$ cat config.mk
export PLATFORM = sky130hd
export DESIGN_NAME = sense_debounce
export DESIGN_NICKNAME = d
export VERILOG_FILES = /design/src/rtl/sense_debounce.sv
export SDC_FILE = /design/constraint.sdc
export NUM_CORES = 1
export LEC_CHECK = 0
export CORE_MARGIN = 5
export CORE_UTILIZATION = 55
export CTS_CLUSTER_SIZE = 16
export DETAILED_ROUTE_END_ITERATION = 16
export DONT_BUFFER_PORTS = 1
export PLACE_DENSITY = 0.77
export SKIP_LAST_GASP = 1
export SLEW_MARGIN = 5
export SYNTH_ARGS = -nofsm -noshare
export SYNTH_HDL_FRONTEND = slang
export SYNTH_SLANG_ARGS = --single-unit
$ cat constraint.sdc
create_clock -name i_ifclk -period 4.1 [get_ports i_ifclk]
set_clock_uncertainty 0.15 [all_clocks]
set_input_delay 0.615 -clock i_ifclk [delete_from_list [all_inputs] [get_ports i_ifclk]]
set_output_delay 0.615 -clock i_ifclk [all_outputs]
set_load 0.02 [all_outputs]
$ cat src/rtl/sense_debounce.sv
// Synchronises and debounces one raw board input; reports level, edge strobes and a saturating rise count.
// Optional LED activity stretcher is built only when SENSE_STRETCH_EN is defined.
module sense_debounce #(
  parameter int DEBOUNCE_CYCLES = 48000,
  parameter int CNT_W           = 16,
  parameter int STRETCH_CYCLES  = 4800000
) (
  input  logic             i_ifclk,
  input  logic             i_rst_n,
  input  logic             i_sense,
  input  logic             i_clr,
  output logic             o_level,
  output logic             o_rise,
  output logic             o_fall,
  output logic [CNT_W-1:0] o_count,
  output logic             o_sat,
  output logic             o_activity
);

  localparam int              DB_W    = $clog2(DEBOUNCE_CYCLES);
  localparam logic [DB_W-1:0] DB_LAST = DB_W'(DEBOUNCE_CYCLES - 1);
  localparam logic [CNT_W-1:0] CNT_MAX = '1;
  localparam logic [CNT_W-1:0] CNT_PRE = CNT_MAX - 1'b1;

  logic            s1;
  logic            s;
  logic [DB_W-1:0] db_cnt;
  logic            accept;

  // The input has disagreed with the accepted level for a full qualification window.
  assign accept = (s != o_level) && (db_cnt == DB_LAST);

  always_ff @(posedge i_ifclk or negedge i_rst_n) begin
    if (!i_rst_n) begin
      s1 <= 1'b0;
      s  <= 1'b0;
    end else begin
      s1 <= i_sense;
      s  <= s1;
    end
  end

  always_ff @(posedge i_ifclk or negedge i_rst_n) begin
    if (!i_rst_n) begin
      db_cnt  <= '0;
      o_level <= 1'b0;
      o_rise  <= 1'b0;
      o_fall  <= 1'b0;
    end else begin
      o_rise <= accept && s;
      o_fall <= accept && !s;
      if (s == o_level) begin
        db_cnt <= '0;
      end else if (accept) begin
        db_cnt  <= '0;
        o_level <= s;
      end else begin
        db_cnt <= db_cnt + 1'b1;
      end
    end
  end

  // A clear coinciding with a rise strobe keeps that rise, so the count restarts at one.
  always_ff @(posedge i_ifclk or negedge i_rst_n) begin
    if (!i_rst_n) begin
      o_count <= '0;
      o_sat   <= 1'b0;
    end else if (i_clr) begin
      o_count <= o_rise ? CNT_W'(1) : '0;
      o_sat   <= 1'b0;
    end else if (o_rise && (o_count != CNT_MAX)) begin
      o_count <= o_count + 1'b1;
      o_sat   <= (o_count == CNT_PRE);
    end
  end

`ifdef SENSE_STRETCH_EN
  localparam int              ST_W      = $clog2(STRETCH_CYCLES + 1);
  localparam logic [ST_W-1:0] ST_RELOAD = ST_W'(STRETCH_CYCLES - 1);

  logic [ST_W-1:0] st_cnt;

  // Each accepted edge reloads the window, so closely spaced edges merge into one long pulse.
  always_ff @(posedge i_ifclk or negedge i_rst_n) begin
    if (!i_rst_n) begin
      st_cnt     <= '0;
      o_activity <= 1'b0;
    end else if (accept) begin
      st_cnt     <= ST_RELOAD;
      o_activity <= 1'b1;
    end else if (st_cnt != '0) begin
      st_cnt <= st_cnt - 1'b1;
    end else begin
      o_activity <= 1'b0;
    end
  end
`else
  assign o_activity = 1'b0;
`endif

endmodule
==> metrics, run 1 <==
outcome completed; Tcrit/Tclk final 0.530; Buf/Inv on CP 0; vias between 1500 and 2000; Ys Warns 0; register bit count reported by yosys 38; Final #Nets 205; # clock sinks 38; P_sw between 0.1 and 0.15 mW; port bufs 0; worst slew pin tran between 0.5 and 0.6 ns; Die Wd 69.3 µm; fillers 286; Area Growth Syn to Fin 8.67%; hold buffers post-CTS 2; first drt pass iteration count 4; Worst Path Required between 4 and 5 ns; Post-Syn Nets just over 200; largest stage delay on the critical path 0.58 ns; Worst R2R Setup Slack 1.93 ns; Residual DRC 0; Leak Pwr 0.834 nW; GR Overflow Total 0; Main synth FF type dfrtp_1; Syn Area/Cell ~9.9 µm²; CTS buffer count 5; gr usage total 0.180; crit start category flip-flop; Setup TNS 0 ns; post-layout min period ~2.2 ns; most frequent cells in the layout dfrtp_1, nor2_1, nand4_1, nand2_1, a21oi_1; sequential fraction of the synthesis area 0.492; core box area 3360 µm²; Worst Path Max Fanout 7; Total Wirelength ~4200 µm; Switching Fraction 0.194; antenna cells 0; antenna violations before repair 0; Die ar. roughly 4800 µm²; post-synth cell types 40; Synth async-reset ratio 1.00; H-tree depth 2; Max Slew Vio Count 0; Root Buffer clkbuf_4; CP Data Arrival Time ~2.3 ns; combinational power share 0.027; vias per inst 6.36; cells along the critical path ha_1 > nand4_1 > a311oi_2 > a21oi_1 > a31o_2; Hold Slack approximately 0.14 ns; Finished Cell Area about 2100 µm²; register share of total power 0.520; Clk Latency, worst-skew pair between 0.3 and 0.4 ns; max cap viols 0; io pins 25; clock share of power 0.453; maximum VDD drop ~0.22 mV; Hold Path Class in -> reg; CTS tree done; hpwl dp around 3000 µm; Register Area between 900 and 1000 µm²; Worst-path clk slew about 0.12 ns; worst relative slew slack 0.641; DRT antenna net count 0; Final Wtd Congestion ~0.82; synthesized area a little under 2000 µm²; Final Hold Viols 0; Overall Power about 0.73 mW; pwr/cell area 349 nW/µm²; area of the multi-input gates around 900 µm²; layout cell share with drive strength beyond 1 0.0754; vias in the first global route around 1500; largest net degree at the start of global routing 39; initial DRC count ~150; Final Util 0.625; slowest CP cell dfrtp_1; Int Pwr around 0.59 mW; fmax ~0.46 GHz; RSZ-0062 raised after global routing no; Starting Density 0.575; first-pass GRT wire length 7130 µm; number of synthesized flops with an enable pin 0; Post-DP Area 1960 µm²; Synth Instances between 150 and 200; FP Rows 21; Setup-failing EPs final 0; Post-CTS Setup Repair Bufs 0; cell family with most CP delay compound AO/OA/AOI/OAI gates; kind of critical path reg -> reg; Die Ht a little under 70 µm; CP Capture Type flip-flop; wire per inst ~17 µm; post_cts resized 0; most common cell after layout, fill and taps aside dfrtp_1; Bufs on Longest Clock Path 2
## per-stage QoR
stage	worst slack (ns)	cells
after floorplan	2.14	195
after global placement	2.04	235
after detailed placement	1.94	235
after CTS	1.93	245
after global routing	1.79	245
final	1.93	245
## worst register-to-register path: stages, from the launching register on
cell and delay, ns:
dfrtp_1 0.58, ha_1 0.31, nand4_1 0.21, a311oi_2 0.45
a21oi_1 0.15, a31o_2 0.24
## sequential cells by signal, indices dropped and copies added, names as in the netlist
| name | flops |
|---|---|
| db_cnt | 16 |
| o_count | 16 |
| o_fall | 1 |
| o_level | 1 |
| o_rise | 1 |
| o_sat | 1 |
| s | 1 |
| s1 | 1 |
## cell type report
| cell class | count | area share |
|---|---|---|
| Multi-Input combinational cell | 142 | 0.435 |
| Inverter | 8 | 0.0143 |
| Tap cell | 46 | 0.0274 |
| Sequential cell | 38 | 0.452 |
| Clock inverter | 2 | 0.0286 |
| Timing Repair Buffer | 3 | 0.0179 |
| Clock buffer | 6 | 0.0244 |
## cells by family after synthesis
| family | share of synthesized area |
|---|---|
| buf+inv | 0.0356 |
| mux | 0.0129 |
| compound gates | 0.125 |
| flops | 0.492 |
| simple gates | 0.250 |
| fa+ha+maj | 0.0194 |
| other cells | 0.00194 |
| xor+xnor | 0.0634 |
## power by group through the flow
stage	registers [mW]	clock network [mW]	logic (mW)
final	0.381	0.332	0.0200
after global routing	0.382	0.351	0.0236
after CTS	0.381	0.336	0.0207
after detailed placement	0.389	0	0.0102
after global placement	0.389	0	0.0100
after floorplan	0.388	0	0.0124
## Yosys cell counts (6+ instances only)
library cell / count / area (µm²)
nand4_1: 13 / 81.3
xor2_1: 6 / 52.6
dfrtp_1: 38 / 951
nor2_1: 19 / 71.3
and4_1: 6 / 52.6
xnor2_1: 8 / 70.1
nand3_1: 10 / 50.1
a21oi_1: 12 / 60.1
inv_1: 8 / 30.0
nand2_1: 12 / 45.0
## routing by layer
metal  GRT usage  share of wire  up-vias
li1            -              -      734
met2       0.297           0.51       44
met5           0              0        -
met4      0.0672          0.011        0
met1       0.223           0.42      776
met3      0.0507          0.054        5
## final timing paths
path	cells after the start	from	end
min	0	i_sense	s1
min reg2reg	0	s1	s
max	5	o_count[0]	o_count[14]
min in group asynchronous	2	i_rst_n	o_count[10]
max in group asynchronous	2	i_rst_n	db_cnt[14]
max reg2reg	5	o_count[0]	o_count[14]
No activity file was read; power rests on OpenSTA's default activity.
==> run 2: changes to the inputs <==
--- a/config.mk
+++ b/config.mk
@@ -10,7 +10,7 @@
 export CTS_CLUSTER_SIZE = 16
 export DETAILED_ROUTE_END_ITERATION = 16
 export DONT_BUFFER_PORTS = 1
-export PLACE_DENSITY = 0.77
+export PLACE_DENSITY = 0.8
 export SKIP_LAST_GASP = 1
 export SLEW_MARGIN = 5
 export SYNTH_ARGS = -nofsm -noshare
==> constraint.sdc (replaced) <==
create_clock -name i_ifclk -period 1.9 [get_ports i_ifclk]
set_clock_uncertainty 0.15 [all_clocks]
set_input_delay 0.285 -clock i_ifclk [delete_from_list [all_inputs] [get_ports i_ifclk]]
set_output_delay 0.285 -clock i_ifclk [all_outputs]
set_load 0.02 [all_outputs]
==> run 2 against run 1 <==
The flow now finishes with violations (setup timing). Critical path depth down 2. Total power up 120%. Worst setup slack worse by 2.0 ns. Cell area up 16%. Routed wire length up 12%. Sequential cell count unchanged. Die area unchanged. Final cell count up 16%. Register-to-register slack worse by 2.0 ns. Hold slack worse by 0.11 ns. Critical path type unchanged.
==> metrics, run 2 (synthesized netlist as in run 1, its figures left out) <==
Met2 Wirelength 2480 µm (was 2140 µm); Max Slew Vio Count 0 (unchanged); Die Ht 69.3 µm (unchanged); Worst R2R Setup Slack -0.07 ns (was 1.93 ns); fmax 0.507 GHz (was 0.460 GHz); Starting Density 0.575 (unchanged); met3 WL 264 µm (was 226 µm); worst slew pin tran 0.530 ns (was 0.535 ns); Worst Path Max Fanout 6 (was 7); vias 1721 (was 1559); # clock sinks 38 (unchanged); CP Data Arrival Time 2.07 ns (was 2.26 ns); DRT antenna net count 0 (unchanged); largest net degree at the start of global routing 39 (unchanged); port bufs 0 (unchanged); failing checks setup timing; FP Rows 21 (unchanged); Final Wtd Congestion 0.873 (was 0.819); hpwl dp 3130 µm (was 2940 µm); worst reg-to-reg path cell count 3 (was 5); Clk Latency, worst-skew pair 0.35 ns (was 0.34 ns); largest stage delay on the critical path 0.51 ns (was 0.58 ns); worst hold endpoint o_count[10] (was s1); Register Area 956 µm² (was 951 µm²); Post-DP Area 2180 µm² (was 1960 µm²); Buf/Inv on CP 0 (unchanged); initial DRC count 98 (was 154); Worst Hold Launch i_clr (was i_sense); hold path cells 2 (was 0); Worst Path Required 2.00 ns (was 4.19 ns); layout cell share with drive strength beyond 1 0.245 (was 0.0754); Leak Pwr 1.03 nW (was 0.834 nW); Final Hold Viols 0 (unchanged); Setup-failing EPs final 14 (was 0); Residual DRC 0 (unchanged); RSZ-0062 raised after global routing yes (was no); Hold Path Class in -> reg (unchanged); gr usage total 0.193 (was 0.180); Finished Cell Area 2440 µm² (was 2100 µm²); vias per inst 6.08 (was 6.36); slowest CP cell or4b_1 (was dfrtp_1); cells along the critical path or4b_1 > or4_4 > mux2_4 (was ha_1 > nand4_1 > a311oi_2 > a21oi_1 > a31o_2); pre-CTS setup slack -0.0395 ns (was 1.94 ns); core box area 3360 µm² (unchanged); GR Overflow Total 0 (unchanged); max cap viols 0 (unchanged); most common cell after layout, fill and taps aside buf_4 (was dfrtp_1); Bufs on Longest Clock Path 2 (unchanged); post-layout min period 1.97 ns (was 2.17 ns); Overall Power 1.60 mW (was 0.733 mW); placed cell count 264 (was 235); most frequent cells in the layout buf_4, dfrtp_1, nor2_1, nand4_1 (was dfrtp_1, nor2_1, nand4_1, nand2_1, a21oi_1); H-tree depth 2 (unchanged); highest metal used met4 (unchanged); Largest regs db_cnt x16, o_count x16 (unchanged); cell family with most CP delay simple AND/OR/NAND/NOR gates (was compound AO/OA/AOI/OAI gates); DRT met1 WL 1780 µm (was 1750 µm); antenna violations before repair 0 (unchanged); crit start category flip-flop (unchanged); CP Capture Type flip-flop (unchanged); maximum VDD drop 0.535 mV (was 0.215 mV); CTS tree done (unchanged); CTS buffer count 5 (unchanged); Total Wirelength 4640 µm (was 4160 µm); worst relative slew slack 0.645 (was 0.641); Hold Slack 0.0320 ns (was 0.144 ns); Root Buffer clkbuf_4 (unchanged); first-pass GRT wire length 7480 µm (was 7130 µm); Layout Cells excl Fill 283 (was 245); area of the multi-input gates 957 µm² (was 915 µm²); final worst slack -0.0714 ns (was 1.93 ns); Area Growth Syn to Fin 26.4% (was 8.67%); wire per inst 16.4 µm (was 17.0 µm); antenna cells 0 (unchanged); Tcrit/Tclk final 1.04 (was 0.530); Die Wd 69.3 µm (unchanged); pwr/cell area 656 nW/µm² (was 349 nW/µm²); first drt pass iteration count 4 (unchanged); outcome finished with violations (was completed); Die ar. 4800 µm² (unchanged); Crit Reg-Reg Endpoint o_level (was o_count[14]); vias in the first global route 1706 (was 1518); kind of critical path reg -> reg (unchanged); io pins 25 (unchanged); worst r2r src db_cnt[7] (was o_count[0]); Final #Nets 243 (was 205); fillers 259 (was 286); Worst-path clk slew 0.12 ns (about the same)
## run 2: worst register-to-register path, stage by stage, from the launching register on
cell and delay (ns):
dfrtp_1 0.40, or4b_1 0.51, or4_4 0.49, mux2_4 0.32
## run 2: layout make-up
| type | instances | area share |
|---|---|---|
| timing repair buffer | 40 | 0.136 |
| sequential | 38 | 0.391 |
| clock buffer | 6 | 0.0210 |
| multi-input combinational | 143 | 0.392 |
| inverter | 8 | 0.0123 |
| tap | 46 | 0.0235 |
| clock inverter | 2 | 0.0246 |
## run 2: worst max-delay path by stage
stage,startpoint,endpoint,slack [ns],cells after the start
after floorplan,db_cnt[7],o_level,-0.06,3
after global placement,db_cnt[7],o_level,-0.0002,3
after detailed placement,db_cnt[7],db_cnt[2],-0.04,4
after CTS,db_cnt[7],o_level,-0.07,3
after global routing,db_cnt[14],db_cnt[9],-0.10,5
final,db_cnt[7],o_level,-0.07,3
## run 2: layer usage
| metal | up-vias | track usage |
|---|---|---|
| met5 | - | 0 |
| met4 | 0 | 0.0846 |
| met3 | 11 | 0.0638 |
| met2 | 58 | 0.358 |
| met1 | 840 | 0.194 |
| li1 | 812 | - |
## run 2: what timing repair did
| action | 4_1_cts | 5_1_grt |
|---|---|---|
| pin swaps | 0 | 4 |
| hold buffers | 4 | 0 |
| endpoints found under the hold margin | 52 | 0 |
| setup buffers | 0 | 6 |
| setup endpoints to repair | 14 | 23 |
| cloned | 0 | 1 |
| resized for setup | 1 | 9 |
## run 2: stage by stage
step / util / setup TNS [ns]
after floorplan: - / -0.319
after global placement: 0.648 / -0.000211
after detailed placement: 0.648 / -0.361
after CTS: 0.697 / -0.0666
after global routing: 0.727 / -1.46
final: 0.727 / -0.654
## run 2: power by group
group | internal [mW] | switching [mW]
combinational | 0.0217 | 0.0405
sequential | 0.816 | 0.00682
clock | 0.446 | 0.274
total | 1.28 | 0.321
